$ cat config.mk
export PLATFORM = sky130hd
export DESIGN_NAME = mem_wb_stage
export DESIGN_NICKNAME = d
export VERILOG_FILES = /design/src/rtl/mem_wb_stage.sv
export SDC_FILE = /design/constraint.sdc
export NUM_CORES = 1
export LEC_CHECK = 0
export CORE_AREA = 2 2 112 169
export DETAILED_ROUTE_END_ITERATION = 7
export DIE_AREA = 0 0 114 171
export PLACE_DENSITY = 0.77
export SLEW_MARGIN = 20
export SYNTH_ARGS = -nofsm -noshare
export SYNTH_HDL_FRONTEND = slang
export SYNTH_SLANG_ARGS = --single-unit
$ cat constraint.sdc
create_clock -name clk -period 4.5 [get_ports clk]
set_input_delay 0.675 -clock clk [delete_from_list [all_inputs] [get_ports clk]]
set_output_delay 0.675 -clock clk [all_outputs]
set_load 0.01 [all_outputs]
$ cat src/rtl/mem_wb_stage.sv
// Memory/write-back stage: runs one LW/LB/SW/SB per handshake over a req/ack bus
// and drives the register-file write port; non-memory instructions retire in one cycle.
module mem_wb_stage #(
    parameter int ACK_TIMEOUT = 64
) (
    input  logic        clk,
    input  logic        rst_n,
    input  logic        in_valid,
    output logic        in_ready,
    input  logic [5:0]  op,
    input  logic        if_reg_write,
    input  logic        if_mem_read,
    input  logic        if_mem_write,
    input  logic [31:0] alu_result,
    input  logic [31:0] store_data,
    input  logic [4:0]  data_write_reg,
    input  logic [31:0] npc,
    output logic        mem_req,
    output logic        mem_we,
    output logic [31:0] mem_addr,
    output logic [31:0] mem_wdata,
    output logic [3:0]  mem_be,
    input  logic        mem_ack,
    input  logic [31:0] mem_rdata,
    output logic        reg_write,
    output logic [4:0]  write_reg,
    output logic [31:0] write_data,
    output logic        mem_err
);
    localparam int CW = $clog2(ACK_TIMEOUT + 1);
    localparam logic [5:0] OP_JAL = 6'b000011;
    localparam logic [5:0] OP_LB  = 6'b100000;
    localparam logic [5:0] OP_SB  = 6'b101000;

    typedef enum logic {IDLE = 1'b0, MEM = 1'b1} state_t;

    // Handshake: a transfer happens on a rising edge where in_valid && in_ready;
    // the bus request is held stable until the first cycle mem_ack is seen high.
    state_t       state;
    state_t       state_next;
    logic [CW-1:0] cnt;
    logic [1:0]   lane;
    logic         lat_lb;
    logic [4:0]   lat_rd;
    logic         accept;
    logic         is_mem;
    logic         timeout;
    logic [7:0]   byte_sel;
    logic [31:0]  load_data;

    assign in_ready = (state == IDLE);
    assign mem_req  = (state == MEM);
    assign accept   = in_valid && in_ready;
    assign is_mem   = if_mem_read || if_mem_write;
    // An ack in the last allowed cycle completes normally rather than timing out.
    assign timeout  = (state == MEM) && !mem_ack && (cnt == CW'(ACK_TIMEOUT - 1));

    assign byte_sel  = mem_rdata[{lane, 3'b000} +: 8];
    assign load_data = lat_lb ? {{24{byte_sel[7]}}, byte_sel} : mem_rdata;

    always_comb begin
        state_next = state;
        case (state)
            IDLE: if (accept && is_mem) state_next = MEM;
            MEM:  if (mem_ack || timeout) state_next = IDLE;
        endcase
    end

    always_ff @(posedge clk or negedge rst_n) begin
        if (!rst_n) begin
            state <= IDLE;
            cnt   <= '0;
        end else begin
            state <= state_next;
            if (accept && is_mem)
                cnt <= '0;
            else if (state == MEM && !mem_ack)
                cnt <= cnt + 1'b1;
        end
    end

    // Request attributes are captured once at accept so the bus sees them stable.
    always_ff @(posedge clk or negedge rst_n) begin
        if (!rst_n) begin
            mem_addr  <= '0;
            mem_we    <= 1'b0;
            mem_wdata <= '0;
            mem_be    <= '0;
            lane      <= '0;
            lat_lb    <= 1'b0;
            lat_rd    <= '0;
        end else if (accept && is_mem) begin
            mem_addr <= {alu_result[31:2], 2'b00};
            mem_we   <= if_mem_write;
            lane     <= alu_result[1:0];
            lat_lb   <= (op == OP_LB);
            lat_rd   <= data_write_reg;
            if (if_mem_write && op == OP_SB) begin
                mem_be    <= 4'b0001 << alu_result[1:0];
                mem_wdata <= {4{store_data[7:0]}};
            end else if (if_mem_write) begin
                mem_be    <= 4'b1111;
                mem_wdata <= store_data;
            end else begin
                mem_be    <= 4'b1111;
                mem_wdata <= '0;
            end
        end
    end

    // write_reg/write_data only change alongside a strobe and hold otherwise.
    always_ff @(posedge clk or negedge rst_n) begin
        if (!rst_n) begin
            reg_write  <= 1'b0;
            write_reg  <= '0;
            write_data <= '0;
            mem_err    <= 1'b0;
        end else begin
            reg_write <= 1'b0;
            if (accept && !is_mem && if_reg_write && data_write_reg != 5'd0) begin
                reg_write  <= 1'b1;
                write_reg  <= data_write_reg;
                write_data <= (op == OP_JAL) ? npc : alu_result;
            end else if (state == MEM && mem_ack && !mem_we && lat_rd != 5'd0) begin
                reg_write  <= 1'b1;
                write_reg  <= lat_rd;
                write_data <= load_data;
            end
            if (timeout)
                mem_err <= 1'b1;
        end
    end
endmodule
# --- Yosys cells after proc, flatten, opt, wreduce, memory -nomap -nowiden ---
# Cells that the tools add are included.
op_classes:
  add_sub_neg: 1
  muxes: 16
  shift: 2
  n_bitwise: 1
  n_reduce_logical: 20
  eq_ne: 4
ops:
  columns: ["cell", "n"]
  rows:
  - ["32-bit 2-to-1 mux", 6]
  - ["32-bit by 6-bit indexed part select with 8-bit output", 1]
  - ["7-bit 2-to-1 mux", 2]
  - ["6-bit equality test (second input constant)", 2]
  - ["1-bit logical AND", 11]
  - ["5-bit 2-to-1 mux", 2]
  - ["5-bit nonzero test", 2]
  - ["7-bit by 1-bit adder with 7-bit output (second input constant)", 1]
  - ["7-bit by 6-bit equality test with 1-bit output (second input constant)", 1]
  - ["6-bit by 2-bit equality test with 1-bit output (second input constant)", 1]
  - ["1-bit 2-to-1 mux", 4]
  - ["4-bit 2-to-1 mux", 1]
  - ["2-bit nonzero test", 2]
  - ["1-bit by 2-bit left shift with 4-bit output (first input constant)", 1]
  - ["1-bit zero test", 3]
  - ["1-bit logical OR", 2]
  - ["1-bit case mux with 2 select lines", 1]
  - ["1-bit inverter", 1]
totals:
  wordCells: 57
  register_bits: 122
  in_bits: 146
  out_inout_bits: 110

# --- Depth between registers and ports, before layout ---
# Gate-level depths: netlist of run 1.
depth:
  ltp_word: 6
  ltp_mapped: 7
  depth_no_buf: 5

# --- Worst setup path before layout of run 1 ---
# OpenSTA, ideal clock, no wires.
synth_path:
  kind: "input port to flip-flop"
  startpoint: "in data_write_reg[1]"
  endpoint: "reg write_reg[1]"
  path_slack_ns: 2.472
  arrival_time_ns: 1.906
  path_stages: 6
  t_required_ns: 4.377
  path_buffers: 2
  setup_ns: 0.123
  path_cell_list: "or4_4 > o2111a_1 > buf_6 > buf_8 > a221oi_2 > nor2_1"
synth_between:
  elab_chain_cells: 3
  elab_cells_between_ends: 4
  classes_between: "1 x mux; 3 x reduce/logical"
synth_lines:
  columns: ["item", "line", "rtl"]
  rows:
  - ["start: declaration", "16", "input logic [4:0] data_write_reg,"]
  - ["5-bit nonzero test", "120", "if (accept && !is_mem && if_reg_write && data_write_reg != 5'd0) begin"]
  - ["1-bit logical AND", "120", null]
  - ["5-bit 2-to-1 mux / 2-bit nonzero test (equally long branches)", null, null]
  - ["end signal: assignment", "122", "write_reg <= data_write_reg;"]
  - ["end signal: assignment", "126", "write_reg <= lat_rd;"]
  - ["end: declaration", "26", "output logic [4:0] write_reg,"]
# Parallel ways exist; a longest one is shown, timed or not.
# A chain may end at the register's enable or synchronous reset.

# --- Final worst setup path of run 1 ---
layout_path:
  startpoint: "in data_write_reg[1]"
  endpoint: "reg write_data[7]"
layout_between:
  elab_chain_cells: 3
  elab_cells_between_ends: 4
  classes_between: "1 x mux; 3 x reduce/logical"
layout_lines:
  columns: ["item", "line", "rtl"]
  rows:
  - ["5-bit nonzero test (*)", "120", null]
  - ["1-bit logical AND (*)", "120", null]
  - ["32-bit 2-to-1 mux / 2-bit nonzero test (equally long branches)", null, null]
  - ["end signal: assignment", "123", "write_data <= (op == OP_JAL) ? npc : alu_result;"]
  - ["end signal: assignment", "127", "write_data <= load_data;"]
  - ["end: declaration", "27", "output logic [31:0] write_data,"]
# Mark *: on every way between the ends. The rest lies on a longest branch, timed or not.

==> impl_metrics.toml, run 1 <==
[power]
combPwrFrac_pct = 33.2
internal_power_mw = 3.139
total_power_mw = 4.494
powerDensity_mw_per_mm2 = 483.9
worst_ir_drop_vdd_v = 0.0002391
switchingPower_mw = 1.355
power_switching_share_pct = 30.15
seqPwrFrac_pct = 36.0
pwr-share-clk_pct = 30.9
power.leakage_nw = 4.155

[clock_network]
clk_pin_slew_ns = 0.06
root_buffer = "clkbuf_16"
cts_setup_buffers = 0
cts_tree = "yes"
cts_resized = 0
cts_sinks = 122
hold_buffers = 0
clk_latency_ns = 0.40
h-tree-depth = 4
cts_buffers = 17
cts_max_path_buffers = 2

[floorplanning]
initial_core_util_pct = 33.25
die_y_um = 171
dieWidth_um = 114
dieArea_mm2 = 0.01949
floorplan.rows = 61
core_area_mm2 = 0.01816
pin_count = 256

[routing]
routed_wl_mm = 20.08
drt.antenna.violating_nets = 0
vias = 5587
dr.pass1.iters = 6
drt-wirelength-per-cell_um = 18.04
via_per_inst = 5.020
first_iter_violations = 266
remaining_drc_errors = 0

[timing]
setup_slack_ns = 1.713
worstMarginPinSlew_ns = 1.024
clock.fmax_mhz = 358.8
setup-violations-final = 0
min_period_ns = 2.787
hold_viol = 0
setup_tns_ns = 0
maxSlewHeadroom_pct = 31.75
fin_crit_sh_pct = 61.93
clock_skew_ns = 0.008319
rsz0062_at_grt = "no"
maxSlewViolCount = 0

[synth]
synthTopCellsByCount = "140 x nand2_1, 122 x dfrtp_1, 69 x nor2_1"
syn-cell-area_mm2 = 0.006040
ys.flop_type = "dfrtp_1"
netlist_top_cells_area = "dfrtp_1 51%, nand2_1 8.7%, mux2i_1 6.6%"
syn-instance-count = 650
async_reset_ff_share_pct = 100.0
synth_area_leader_cell = "dfrtp_1"
yosys_warnings = 0
synth_edf_count = 0
ys_ff_latch = 122
yosys.area.top_type_share_pct = 50.55
ys_seq_area_share_pct = 50.55
ys_types = 47
avgSynthCellArea_um2 = 9.292
yosysMostFrequentCell = "nand2_1"

[setup_path]
required_ns = 4.82
crit_fanout = 43
end_kind = "flop"
arrival_ns = 3.11
criticalPathCategory = "in2reg"
startpoint_type = "primary input"
ff2ff_path_depth = 5

[finish]
final_nets = 1028
top_regs = "mem_wdata (32), write_data (32), mem_addr (30)"
antenna_cells = 0
syn_to_final_growth_pct = 53.78
final_layout_size_suffix_gt1_share_pct = 7.951

[place]
hpwl_mm = 14.64
place_congestion = 0.8171
dp_slack_ns = 1.327
place.port_buffers = 253

[worst_hold_path]
hold_class = "in2async"

[global_routing]
globalRouteTotalUtil_pct = 20.48
overflow = 0
grt_pass1_vias = 5721
antenna_found_initial = 0
grt_max_degree = 95
grt_pass1_wl_mm = 30.71

[status]
status = "finished, final reports clean"

[run]
maxCapViolations = 0
## final timing paths
kind                                     start                    endpoint  slack [ns]
max                          data_write_reg[1]   write_data[7]$_DFFE_PN0P_        1.71
min                                      rst_n   mem_wdata[10]$_DFFE_PN0P_        0.36
max reg2reg                lane[1]$_DFFE_PN0P_  write_data[22]$_DFFE_PN0P_        2.04
min reg2reg                mem_err$_DFFE_PN0P_         mem_err$_DFFE_PN0P_        0.45
max in group asynchronous                rst_n    mem_addr[29]$_DFFE_PN0P_        3.21
min in group clk           mem_err$_DFFE_PN0P_         mem_err$_DFFE_PN0P_        0.45
## worst max-delay path, stage by stage
cell and delay (ns):
clkdlybuf4s50_1 0.44, or4_4 0.57, o2111ai_4 0.82, buf_4 0.33
o21ai_1 0.09, o22ai_1 0.16
## placed cells by master (no fill, tap or decap), drive strengths merged, types with 5 or more instances in the layout
cell type,count
xor2,5
clkinv,5
buf,11
dfrtp,122
a31oi,11
a221oi,5
o211ai,8
nor2,69
o22ai,25
nor2b,21
inv,10
a22o,8
clkbuf,20
a22oi,7
nor3,26
clkdlybuf4s50,252
mux2i,40
a21oi,46
o21ai,27
nand2,140
## power by group through the flow
stage	clock, mW	sequential [mW]	combinational (mW)
6_report	1.39	1.62	1.49
5_1_grt	1.47	1.65	1.61
4_1_cts	1.42	1.62	1.51
3_5_place_dp	0	1.63	1.50
3_3_place_gp	0	1.63	1.47
2_1_floorplan	0	1.72	0.487
## layout make-up
class                      count  area [µm²]
fill                        1658        8877
sequential                   122        3053
inverter                       9       33.78
tap                          220       275.3
multi-input combinational    468        2724
clock buffer                  20       446.7
timing repair buffer         263        2609
clock inverter                11       146.4
## logic make-up (layout without fill, tap and decap cells)
| kind of cell | after synthesis | count (layout) | share of synthesized area (%) |
|---|---|---|---|
| xor+xnor | 6 | 6 | 0.8701 |
| buf+inv | 61 | 303 | 5.345 |
| other cells | 1 | 2 | 0.06209 |
| mux | 41 | 41 | 7.002 |
| compound gates | 145 | 145 | 15.06 |
| flops | 122 | 122 | 50.55 |
| simple gates | 273 | 273 | 20.90 |
| fa+ha+maj | 1 | 1 | 0.2071 |
## routing by layer
metal	track usage (%)	vias to the layer above	part of all wire, %
li1	-	2688	-
met1	23.53	2651	38
met2	36.00	218	52
met3	5.774	30	7.1
met4	7.582	0	2.6
met5	0	-	0
## through the flow
step                      instance area (µm²)  hold WS (ns)  instances  util [%]
after floorplan                          6043        0.3794        651         -
after global placement                   8686        0.4406       1082     47.82
after detailed placement                 8686        0.4475       1082     47.82
after CTS                                9279        0.4105       1113     51.08
after global routing                     9288        0.4281       1113     51.13
final                                    9288        0.3629       1113     51.13
(Power assumes the default switching activity.)
==> run 2, diff against run 1 <==
--- a/config.mk
+++ b/config.mk
@@ -8,7 +8,7 @@
 export CORE_AREA = 2 2 112 169
 export DETAILED_ROUTE_END_ITERATION = 7
 export DIE_AREA = 0 0 114 171
-export PLACE_DENSITY = 0.77
+export PLACE_DENSITY = 0.79
 export SLEW_MARGIN = 20
 export SYNTH_ARGS = -nofsm -noshare
 export SYNTH_HDL_FRONTEND = slang
==> constraint.sdc (replaced) <==
create_clock -name clk -period 2.45 [get_ports clk]
set_input_delay 0.3675 -clock clk [delete_from_list [all_inputs] [get_ports clk]]
set_output_delay 0.3675 -clock clk [all_outputs]
set_load 0.01 [all_outputs]
==> impl_metrics.toml, run 2 (synthesis gave the netlist of run 1 again) <==
[finish]
final_nets = 1040
design_area_mm2 = 0.009469
fill_cells = 1637
antenna_cells = 0
final_cells = 1126
final_cell_mix = "252 x clkdlybuf4s50_1, 140 x nand2_1, 122 x dfrtp_1"
final_layout_size_suffix_gt1_share_pct = 9.382
top_regs = "mem_wdata (32), write_data (32), mem_addr (30)"
syn_to_final_growth_pct = 56.78
final_common_cell = "clkdlybuf4s50_1"

[timing]
setup-violations-final = 0
maxSlewHeadroom_pct = 64.52
clock.fmax_mhz = 525.5
clock_skew_ns = 0.01483
fin_crit_sh_pct = 77.67
min_period_ns = 1.903
hold_viol = 0
rsz0062_at_grt = "no"
worstMarginPinSlew_ns = 0.5322
maxSlewViolCount = 0
setup_tns_ns = 0
fin_hold_ws_ns = 0.4709
setup_slack_ns = 0.5470

[power]
seqPwrFrac_pct = 35.1
pwr-share-clk_pct = 31.0
power_switching_share_pct = 31.49
switchingPower_mw = 2.627
combPwrFrac_pct = 33.9
worst_ir_drop_vdd_v = 0.0004300
power.leakage_nw = 4.255
powerDensity_mw_per_mm2 = 881.3
internal_power_mw = 5.717

[place]
dp_slack_ns = 0.1433
place.port_buffers = 253
place_congestion = 0.8260
hpwl_mm = 14.97
placed_area_mm2 = 0.008856
placed_cells = 1093

[status]
status = "finished, final reports clean"

[setup_path]
crit_buf_inv = 2
criticalPathCategory = "in2reg"
max_stage_delay_ns = 0.57
crit_fanout = 14
required_ns = 2.71
critPathSlowestCell = "or4_4"
end_kind = "flop"
arrival_ns = 2.17
worstPathCellList = "clkdlybuf4s50_1, or4_4, o2111a_1, buf_12, a21oi_1, a22oi_1"
startpoint_type = "primary input"
cp_top_family = "buffers and inverters"

[global_routing]
antenna_found_initial = 0
grt_pass1_wl_mm = 31.15
grt_pass1_vias = 5831
overflow = 0
globalRouteTotalUtil_pct = 20.82
grt_max_degree = 72

[worst_hold_path]
hold_class = "reg2reg"

[routing]
via_per_inst = 5.050
first_iter_violations = 322
dr_wl_met3_mm = 1.609
wl_met2_mm = 10.32
drt.antenna.violating_nets = 0
remaining_drc_errors = 0
dr.pass1.iters = 5
drt-wirelength-per-cell_um = 18.05
routed_wl_mm = 20.32
vias = 5686
top_layer_used = "met4"
met1Wirelength_mm = 7.789

[floorplanning]
initial_core_util_pct = 33.25
die_y_um = 171
core_area_mm2 = 0.01816
dieArea_mm2 = 0.01949
dieWidth_um = 114
pin_count = 256
floorplan.rows = 61

[clock_network]
cts_resized = 0
clk_latency_ns = 0.41
cts_sinks = 122
h-tree-depth = 4
cts_buffers = 17
cts_tree = "yes"
clk_pin_slew_ns = 0.07
cts_max_path_buffers = 2
root_buffer = "clkbuf_16"

[run]
maxCapViolations = 0
## run 2: final cells by class
class,count,area (µm²),share of cell area [%]
flip-flops and latches,122,3053,32.24
repair buffers,275,2789,29.45
multi-input cells,468,2715,28.67
clock buffers,17,425.4,4.493
well taps,220,275.3,2.907
clock inverters,15,177.7,1.876
inverters,9,33.78,0.3568
## run 2: final timing paths
| check | start | end | slack, ns | cells after the start |
|---|---|---|---|---|
| max | data_write_reg[1] | write_data[3]$_DFFE_PN0P_ | 0.55 | 6 |
| min | mem_err$_DFFE_PN0P_ | mem_err$_DFFE_PN0P_ | 0.47 | 1 |
| max reg2reg | lat_rd[3]$_DFFE_PN0P_ | write_data[11]$_DFFE_PN0P_ | 0.55 | 5 |
| min reg2reg | mem_err$_DFFE_PN0P_ | mem_err$_DFFE_PN0P_ | 0.47 | 1 |
| max in group asynchronous | rst_n | mem_addr[30]$_DFFE_PN0P_ | 1.15 | 3 |
| min in group asynchronous | rst_n | mem_wdata[25]$_DFFE_PN0P_ | 0.48 | 2 |
## run 2: per-layer routing
metal	track usage (%)	vias to the layer above
met5	0	-
met4	8.431	0
met3	6.093	31
met2	36.10	231
met1	23.90	2700
li1	-	2724
## run 2: through the flow
| stage | utilization (%) | power, mW |
|---|---|---|
| floorplan | - | 4.062 |
| global placement | 48.75 | 5.734 |
| detailed placement | 48.75 | 5.799 |
| CTS | 52.13 | 8.425 |
| global route | 52.13 | 8.766 |
| finish | 52.13 | 8.345 |
## run 2: repair_timing
| item | CTS | global route |
|---|---|---|
| buffers inserted | 0 | 0 |
| hold buffers | 1 | 0 |
| endpoints found under the hold margin | 51 | 0 |
## run 2: power by group through the flow
| stage | registers, mW | logic, mW | clock network [mW] |
|---|---|---|---|
| final | 2.93 | 2.83 | 2.59 |
| after CTS | 2.93 | 2.86 | 2.64 |
| after detailed placement | 2.96 | 2.84 | 0 |
| after global routing | 3.00 | 3.04 | 2.73 |
| after global placement | 2.95 | 2.79 | 0 |
| after floorplan | 3.17 | 0.895 | 0 |
